<file path="config.mk">
export PLATFORM = sky130hd
export DESIGN_NAME = outport_vc_credit_tracker
export DESIGN_NICKNAME = d
export VERILOG_FILES = /design/src/rtl/outport_vc_credit_tracker.sv
export SDC_FILE = /design/constraint.sdc
export NUM_CORES = 1
export LEC_CHECK = 0
export CAP_MARGIN = 20
export CORE_ASPECT_RATIO = 1.25
export CORE_MARGIN = 2
export CORE_UTILIZATION = 53
export CTS_BUF_LIST = sky130_fd_sc_hd__clkbuf_16
export CTS_CLUSTER_DIAMETER = 50
export DETAILED_ROUTE_END_ITERATION = 10
export PLACE_DENSITY = 0.85
export SYNTH_ARGS = -nofsm -noshare
export SYNTH_HDL_FRONTEND = slang
export SYNTH_SLANG_ARGS = --single-unit
</file>
<file path="constraint.sdc">
create_clock -name clk -period 2.1 [get_ports clk]
set_input_delay 0.21 -clock clk [delete_from_list [all_inputs] [get_ports clk]]
set_output_delay 0.21 -clock clk [all_outputs]
set_load 0.005 [all_outputs]
</file>
<file path="src/rtl/outport_vc_credit_tracker.sv">
// -----------------------------------------------------------------------------
// outport_vc_credit_tracker
//
// Per-output-port bookkeeping for the downstream virtual channels. For every
// VC it keeps a free-slot (credit) counter and an IDLE/ACTIVE packet state,
// and publishes registered `credit` / `vc_isNew` vectors for the VC priority
// checkers of the same output port.
//
// Ports
//   clk          in   clock, all state on the rising edge
//   rst          in   synchronous active-high reset
//   flit_sent    in   a flit leaves the port this cycle
//   sent_vc      in   VC of the sent flit
//   sent_head    in   sent flit is a head
//   sent_tail    in   sent flit is a tail (head+tail = single-flit packet)
//   credit_valid in   one credit returned from downstream this cycle
//   credit_vc    in   VC of the returned credit
//   credit       out  bit i: VC i has at least one free downstream slot
//   vc_isNew     out  bit i: VC i may accept a new packet
//   credit_err   out  sticky overflow/underflow/protocol error flag
// -----------------------------------------------------------------------------
module outport_vc_credit_tracker #(
  parameter int VC_NUM    = 4,
  parameter int BUF_DEPTH = 4,
  parameter int CNT_W     = 3,
  parameter int ATOMIC    = 1,
  parameter int VC_SIZE   = (VC_NUM > 1) ? $clog2(VC_NUM) : 1
) (
  input  logic               clk,
  input  logic               rst,
  input  logic               flit_sent,
  input  logic [VC_SIZE-1:0] sent_vc,
  input  logic               sent_head,
  input  logic               sent_tail,
  input  logic               credit_valid,
  input  logic [VC_SIZE-1:0] credit_vc,
  output logic [VC_NUM-1:0]  credit,
  output logic [VC_NUM-1:0]  vc_isNew,
  output logic               credit_err
);

  typedef enum logic {
    VC_IDLE   = 1'b0,
    VC_ACTIVE = 1'b1
  } vc_state_e;

  localparam logic [CNT_W-1:0] CNT_FULL = CNT_W'(BUF_DEPTH);

  logic [CNT_W-1:0] cnt_q   [VC_NUM];
  logic [CNT_W-1:0] cnt_d   [VC_NUM];
  vc_state_e        state_q [VC_NUM];
  vc_state_e        state_d [VC_NUM];
  logic [VC_NUM-1:0] credit_q, credit_d;
  logic [VC_NUM-1:0] is_new_q, is_new_d;
  logic              err_q, err_d;

  logic              sent_ok, credit_ok;
  logic [VC_NUM-1:0] dec_v, inc_v;

  // Events naming a VC beyond VC_NUM are dropped and only flag an error.
  assign sent_ok   = int'(sent_vc) < VC_NUM;
  assign credit_ok = int'(credit_vc) < VC_NUM;

  always_comb begin
    for (int i = 0; i < VC_NUM; i++) begin
      dec_v[i] = flit_sent && sent_ok && (sent_vc == VC_SIZE'(i));
      inc_v[i] = credit_valid && credit_ok && (credit_vc == VC_SIZE'(i));
    end
  end

  always_comb begin
    // NOTE: every variable gets a default up front so no path leaves it unassigned (no latches).
    err_d = err_q;
    for (int i = 0; i < VC_NUM; i++) begin
      cnt_d[i]   = cnt_q[i];
      state_d[i] = state_q[i];
    end

    if (flit_sent && !sent_ok)      err_d = 1'b1;
    if (credit_valid && !credit_ok) err_d = 1'b1;

    for (int i = 0; i < VC_NUM; i++) begin
      // A flit and a credit on the same VC cancel, even at 0 or full.
      if (dec_v[i] && !inc_v[i]) begin
        if (cnt_q[i] == '0) err_d = 1'b1;
        else                cnt_d[i] = cnt_q[i] - 1'b1;
      end
      if (inc_v[i] && !dec_v[i]) begin
        if (cnt_q[i] == CNT_FULL) err_d = 1'b1;
        else                      cnt_d[i] = cnt_q[i] + 1'b1;
      end

      if (dec_v[i]) begin
        case (state_q[i])
          VC_IDLE: begin
            if (!sent_head)     err_d = 1'b1;        // body/tail with no packet open
            else if (!sent_tail) state_d[i] = VC_ACTIVE;
          end
          VC_ACTIVE: begin
            if (sent_head)      err_d = 1'b1;        // new head inside an open packet
            else if (sent_tail) state_d[i] = VC_IDLE;
          end
          default: state_d[i] = VC_IDLE;
        endcase
      end
    end

    // Outputs are computed from next state so they line up with the counters
    // one cycle after the event, with no combinational input-to-output path.
    for (int i = 0; i < VC_NUM; i++) begin
      credit_d[i] = (cnt_d[i] != '0);
      is_new_d[i] = (state_d[i] == VC_IDLE) && ((ATOMIC == 0) || (cnt_d[i] == CNT_FULL));
    end
  end

  // NOTE: sequential state uses non-blocking assignments so all registers update together.
  always_ff @(posedge clk) begin
    if (rst) begin
      // NOTE: the counter arrays are real state that must start full, so they are reset (not a RAM).
      for (int i = 0; i < VC_NUM; i++) begin
        cnt_q[i]   <= CNT_FULL;
        state_q[i] <= VC_IDLE;
      end
      credit_q <= '1;
      is_new_q <= '1;
      err_q    <= 1'b0;
    end else begin
      for (int i = 0; i < VC_NUM; i++) begin
        cnt_q[i]   <= cnt_d[i];
        state_q[i] <= state_d[i];
      end
      credit_q <= credit_d;
      is_new_q <= is_new_d;
      err_q    <= err_d;
    end
  end

  assign credit     = credit_q;
  assign vc_isNew   = is_new_q;
  assign credit_err = err_q;

endmodule

</file>
After elaboration in Yosys (flattened, before gate mapping)

Memory sizes are Yosys's and may differ from the RTL's.
Cells that the tools add are included.

Memories kept: 2
Output and inout port bits: 9
Bits in registers: 9
Input bits: 10
Memory bits (writable): 16

Memory list:

| memory  | words | width | read ports | clocked after Yosys merged registers in | write ports | line | source |
|---|---|---|---|---|---|---|---|
| cnt_q   | 4     | 3     | 4          | 0                                       | 4           | 49   | `logic [CNT_W-1:0] cnt_q [VC_NUM];` |
| state_q | 4     | 1     | 4          | 0                                       | 4           | 51   | `vc_state_e state_q [VC_NUM];` |

Bitwise logic cells: 16
Reduce and logical (&&, ||, !) cells: 38
Mux-type cells: 70
Add/sub/neg operators: 8
Equality and inequality tests: 14

Operator list:

| operator                                                           | count |
|---|---|
| 3-bit two-way mux                                                  | 20 |
| 1-bit two-way mux                                                  | 42 |
| 3-bit == test, second input constant                               | 8 |
| 1-bit logical AND                                                  | 20 |
| 1-bit case mux with 2 select lines                                 | 8 |
| 3-bit by 1-bit adder with 3-bit output, second input constant      | 4 |
| 3-bit logical NOT                                                  | 4 |
| 3-bit nonzero test                                                 | 4 |
| 3-bit by 1-bit subtractor with 3-bit output, second input constant | 4 |
| 2-bit == test, second input constant                               | 4 |
| 1-bit logical NOT                                                  | 8 |
| 1-bit NOT                                                          | 8 |
| 1-bit bitwise OR                                                   | 8 |
| 2-bit by 1-bit == test with 1-bit output, second input constant    | 2 |
| 2-bit logical NOT                                                  | 2 |

Logic depth before layout (Yosys ltp)

Depth in word-level cells: 31
Depth in mapped cells: 7
Gate-level depth less buffers: 7

Worst setup path before layout

Ideal clock, no wire load.

Path kind: register to register
Start: memory cnt_q[3][1]
End: register credit_q[3] (netlist: credit[3])
Arrival: 1.734 ns
Clock period less this slack: 1.868 ns
Cell stages (with the launch flop): 8
Slack: 0.232 ns
Path through: dfxtp_1 > inv_1 > ha_1 > xnor2_1 > nor2_1 > a311oi_1 > nand2b_1 > or4b_1

RTL lines:

| element                | line | source |
|---|---|---|
| start: declaration     | 49   |  |
| end signal: assignment | 132  | `credit_q <= credit_d;` |
| end: declaration       | 53   | `logic [VC_NUM-1:0] credit_q, credit_d;` |

==> impl_metrics.csv <==
group,metric,value,unit
global_routing,grt_overflow,0,
setup_path,critical_path_class,"flip-flop to flip-flop",
cts,root_buffer,"clkbuf_16",
global_routing,antenna_found_initial,0,
yosys,yosysWarnings,0,
yosys,synth.area.top_cells,"dfxtp_1 29%, ha_1 8.7%, xnor2_1 5.6%, inv_1 4.1%, a21oi_1 3.2%",
setup_path,required,2240,ps
floorplan,die_y,67.8,µm
floorplan,initial_core_util,0.545,
yosys,ys_dominant_reg_cell,"dfxtp_1",
route,dr.pass1.iters,4,
yosys,yosysMostFrequentCell,"dfxtp_1",
global_routing,grt_start_max_net_pins,16,
worst_hold_path,min_path_type,"flip-flop to flip-flop",
timing,finClkSkew,3.08,ps
timing,fin_setup_tns,0,ps
placement,dpl.cell_count,273,
cts,post-cts-setup-buffers,0,
timing,setup_ws,190,ps
setup_path,cp-start-kind,"flip-flop",
cells_and_area,area_growth,25.2,%
cts,cts_made_buffers,3,
route,wl_per_cell,14.2,µm
outcome,status,"finished, final reports clean",
pwr,ir_drop,832,µV
floorplan,core_area,3170,µm²
cts,cts_resized,0,
cts,cts_max_path_buffers,2,
yosys,synth-edff-count,0,
yosys,synth_top_cell_by_area,"dfxtp_1",
yosys,synth_nets,228,
placement,pre_cts_ws,-43.6,ps
floorplan,die_w,55.1,µm
yosys,synthCells,206,
cells_and_area,finalInstanceArea,2160,µm²
cells_and_area,diodes,0,
global_routing,grt_pass1_wl,6.45,mm
global_routing,track_usage,0.235,
floorplan,pin_count,19,
cts,cts_sinks,25,
setup_path,critPathCaptureType,"flip-flop",
placement,port_buffers,18,
timing,timing.final.hold_violations,0,
cts,path_clk_slew,70,ps
global_routing,grt_pass1_vias,1516,
timing,rsz0062_at_grt,"false",
yosys,syn_area,1730,µm²
route,routed_wl,3.93,mm
cts,h-tree-depth,1,
cells_and_area,fin_cells,277,
floorplan,die-area,3730,µm²
timing,fmax,0.524,GHz
cells_and_area,finalNetCount,263,
route,drc,0,
route,drt_iter0_drc,65,
cells_and_area,fillers,270,
yosys,synth.top_cells.by_count,"25 x dfxtp_1, 19 x inv_1, 14 x nand2_1",
placement,placed_area,2060,µm²
cts,clk_latency,260,ps
run,cap_violations,0,
pwr,power.total,1.78,mW
yosys,async_reset_ff_frac,0,
placement,gp_congestion,0.888,
timing,hold_ws,588,ps
timing,tightest_slew,370,ps
cts,cts_hold_buf,0,
route,vias,1611,
route,avgViaCountPerCell,5.82,
setup_path,r2r_setup_slack,190,ps
route,detail-route-antenna-nets,0,
yosys,ys_seq_area_frac,0.290,
timing,slew_viol_final,0,
timing,post-route-min-period,1910,ps
floorplan,fp-row-count,23,
cts,cts_tree,"done",
timing,slew_headroom,0.753,
cells_and_area,final_layout_size_suffix_gt1_frac,0.133,
timing,report.final.setup_viol,0,
cells_and_area,post-route-util,0.683,
placement,dp_hpwl,2.92,mm
yosys,yosys_register_bits,25,
yosys,avgSynthCellArea,8.38,µm²
setup_path,arrival,2050,ps
pwr,power_density,823,nW/µm²
timing,finalCritPeriodShare,0.910,
yosys,synthDominantCellAreaShare,0.290,
yosys,synth.distinct_cells,54,
setup_path,cp_max_fo,4,
pwr,p_leak,0.900,nW
-- critical path, stage by stage, from the launching register on --
cell and delay (ps):
dfxtp_1 380, inv_1 120, ha_4 310, xnor2_2 120, nor2_1 60, a311oi_1 210
nand2b_1 100, or4b_1 490
-- final timing paths --
kind / startpoint / end / cells past startpoint
setup reg to reg: cnt_q[3][1] / credit[3] / 7
hold reg to reg: credit_err / credit_err / 2
setup / recovery: cnt_q[3][1] / credit[3] / 7
hold / removal: credit_err / credit_err / 2
-- logic make-up (layout without fill, tap and decap cells) --
group / Yosys count / after routing / synth area share
simple gates: 71 / 71 / 0.245
compound gates: 59 / 59 / 0.246
flops: 25 / 25 / 0.290
fa+ha+maj: 12 / 12 / 0.0870
buf+inv: 25 / 59 / 0.0580
xor+xnor: 11 / 11 / 0.0558
mux: 3 / 3 / 0.0181
-- flip-flops by register name (all words and copies together), names as in the netlist --
register	cells
vc_isNew	4
cnt_q	12
credit	4
credit_err	1
state_q	4
-- final cells by class --
class	instances	area (µm²)	share of cell area
clock buffer	3	75.1	0.0347
multi-input combinational	156	1150	0.530
clock inverter	1	7.51	0.00347
inverter	19	71.3	0.0330
timing repair buffer	36	315	0.146
tap	37	46.3	0.0214
sequential	25	500	0.231
-- where the power goes --
| part | internal, mW | leakage (nW) | switching [mW] | total [mW] |
|---|---|---|---|---|
| clock network | 0.259 | 0.0371 | 0.184 | 0.443 |
| logic | 0.378 | 0.657 | 0.360 | 0.739 |
| registers | 0.549 | 0.205 | 0.0488 | 0.598 |
-- cell usage in the layout (no fill, tap or decap), types with 10 or more instances in the layout --
cell type and count:
a21oi_1 11, buf_4 18, clkdlybuf4s50_1 18, dfxtp_1 25
ha_1 11, inv_1 19, nand2_1 14, nand3_1 11
nor2_1 12, xnor2_1 10
-- per-layer routing --
metal  part of all wire  global-route usage  wire [µm]
met4              0.026               0.113        103
met2               0.50               0.406       1970
met3              0.046              0.0284        181
met1               0.43               0.280       1670
met5                  0                   0          0
Power figures use the tool's default switching activity.
==> variant, RTL diff (same settings) <==
Reset style: asynchronous (`rst`), changed in one clocked block. Comments in the files are not updated.
--- a/src/rtl/outport_vc_credit_tracker.sv
+++ b/src/rtl/outport_vc_credit_tracker.sv
@@ -115,5 +115,5 @@
 
   // NOTE: sequential state uses non-blocking assignments so all registers update together.
-  always_ff @(posedge clk) begin
+  always_ff @(posedge clk or posedge rst) begin
     if (rst) begin
       // NOTE: the counter arrays are real state that must start full, so they are reset (not a RAM).
Behaviour: differs if rst is asserted again (counterexample within 4 cycles, from zero or initial values and one cycle with rst high); with rst held inactive, the same outputs for 4 cycles.
==> variant against the unedited design <==
Utilization rose by 0.19 points; combinational power rose by 99%; global-route usage rose by 1.8 points; sequential cell count did not move; wire length rose by 10%; setup slack got worse by 0.094 ns; hold slack got worse by 0.28 ns; area after synthesis fell by 0.72%; cell area fell by 0.64%; total power rose by 55%; critical path type unchanged; critical endpoint is now credit[2].
==> variant: results (changes against the unedited design) <==
[metrics] area fraction in compound gates after synthesis: 17.2% (was 24.6%)
[metrics] data arrival time of the critical path: 2.19 ns (was 2.05 ns)
[metrics] number of global-route vias before repair: 1,564 (was 1,516)
[metrics] net count reported at finish: 239 (was 263)
[metrics] leakage power total: 0.942 nW (was 0.900 nW)
[metrics] total track usage: 25.3% (was 23.5%)
[metrics] origin of the critical flop-to-flop path: cnt_q[4] (was cnt_q[3][1])
[metrics] Tightest Pin Transition: 0.402 ns (was 0.370 ns)
[metrics] worst slack, placed: -0.0823 ns (was -0.0436 ns)
[metrics] Placer Congestion: 0.884 (was 0.888)
[metrics] worst reg2reg endpoint: credit[2] (was credit[3])
[metrics] amount of wire on met2 after detailed routing: 2420 um (was 1970 um)
[metrics] routed length on met3: 162 um (was 181 um)
[metrics] number of vias in the routed layout: 1,539 (was 1,611)
[metrics] met1 capacity usage during global routing: 26.4% (was 28.0%)
[metrics] top post-synthesis cells by count: sky130_fd_sc_hd__inv_1, sky130_fd_sc_hd__dfrtp_1, sky130_fd_sc_hd__nand2_1 (was sky130_fd_sc_hd__dfxtp_1, sky130_fd_sc_hd__inv_1, sky130_fd_sc_hd__nand2_1)
[metrics] drt via density: 6.08 (was 5.82)
[metrics] largest incremental delay on the critical path: 0.43 ns (was 0.49 ns)
[metrics] share of synthesized flip-flops with an asynchronous set or reset: 100% (was 0%)
[metrics] wire length of the first global-routing pass: 6820 um (was 6450 um)
[metrics] placed cell count: 249 (was 273)
[metrics] type of the most critical hold path: input pin to async pin (was flip-flop to flip-flop)
[metrics] layout cells sized above 1: 22.2% (was 13.3%)
[metrics] Worst VDD drop: 0.999 mV (was 0.832 mV)
[metrics] half-perimeter wire length of the detailed placement result: 3150 um (was 2920 um)
[metrics] number of library cell types mapped by synthesis: 46 (was 54)
[metrics] global routing usage on met2: 47.8% (was 40.6%)
[metrics] final setup skew: 0.00228 ns (was 0.00308 ns)
[metrics] leading cell types by total area after synthesis: sky130_fd_sc_hd__dfrtp_1, sky130_fd_sc_hd__dfstp_2, sky130_fd_sc_hd__ha_1 (was sky130_fd_sc_hd__dfxtp_1, sky130_fd_sc_hd__ha_1, sky130_fd_sc_hd__xnor2_1)
[metrics] Crit-path slowest cell: sky130_fd_sc_hd__or3_1 (was sky130_fd_sc_hd__or4b_1)
[metrics] Met1 Wirelength: 1650 um (was 1670 um)
[metrics] share of cell area taken by muxes after synthesis: 4.60% (was 1.81%)
[metrics] fraction of the yosys area taken by sequential cells: 37.4% (was 29.0%)
[metrics] crit path max fanout: 5 (was 4)
[metrics] Avg Inst Size Synth: 9.52 um2 (was 8.38 um2)
[metrics] total placed instance area: 2050 um2 (was 2060 um2)
[metrics] outcome: completed (unchanged)
[metrics] met3 usage: 4.42% (was 2.84%)
[metrics] hold slack: 0.307 ns (was 0.588 ns)
[metrics] xor/xnor share of the synthesized area: 4.60% (was 5.58%)
==> variant: worst max-delay path by stage <==
stage | slack (ns) | startpoint | end | cells past startpoint
after floorplan | 0.17 | cnt_q[0] | credit[3] | 7
after global placement | -0.02 | flit_sent | credit[3] | 6
after detailed placement | -0.08 | credit_valid | credit[3] | 6
after CTS | 0.01 | cnt_q[1] | credit[3] | 7
after global routing | 0.005 | cnt_q[7] | vc_isNew[1] | 7
final | 0.1 | cnt_q[4] | credit[2] | 6
==> variant: cell type report <==
type / instances / area [um2]
clock inverter: 1 / 7.51
clock buffer: 3 / 75.1
inverter: 20 / 75.1
sequential: 25 / 641
multi-input combinational: 131 / 988
tap: 37 / 46.3
timing repair buffer: 36 / 315
fill: 234 / 988
==> variant: power by group through the flow <==
stage	registers (W)	clock network (W)	logic (W)
after floorplan	0.000834	0	0.000946
after global placement	0.000850	0	0.00125
after detailed placement	0.000861	0	0.00136
after CTS	0.000856	0.000433	0.00139
after global routing	0.000892	0.000450	0.00160
final	0.000868	0.000433	0.00147
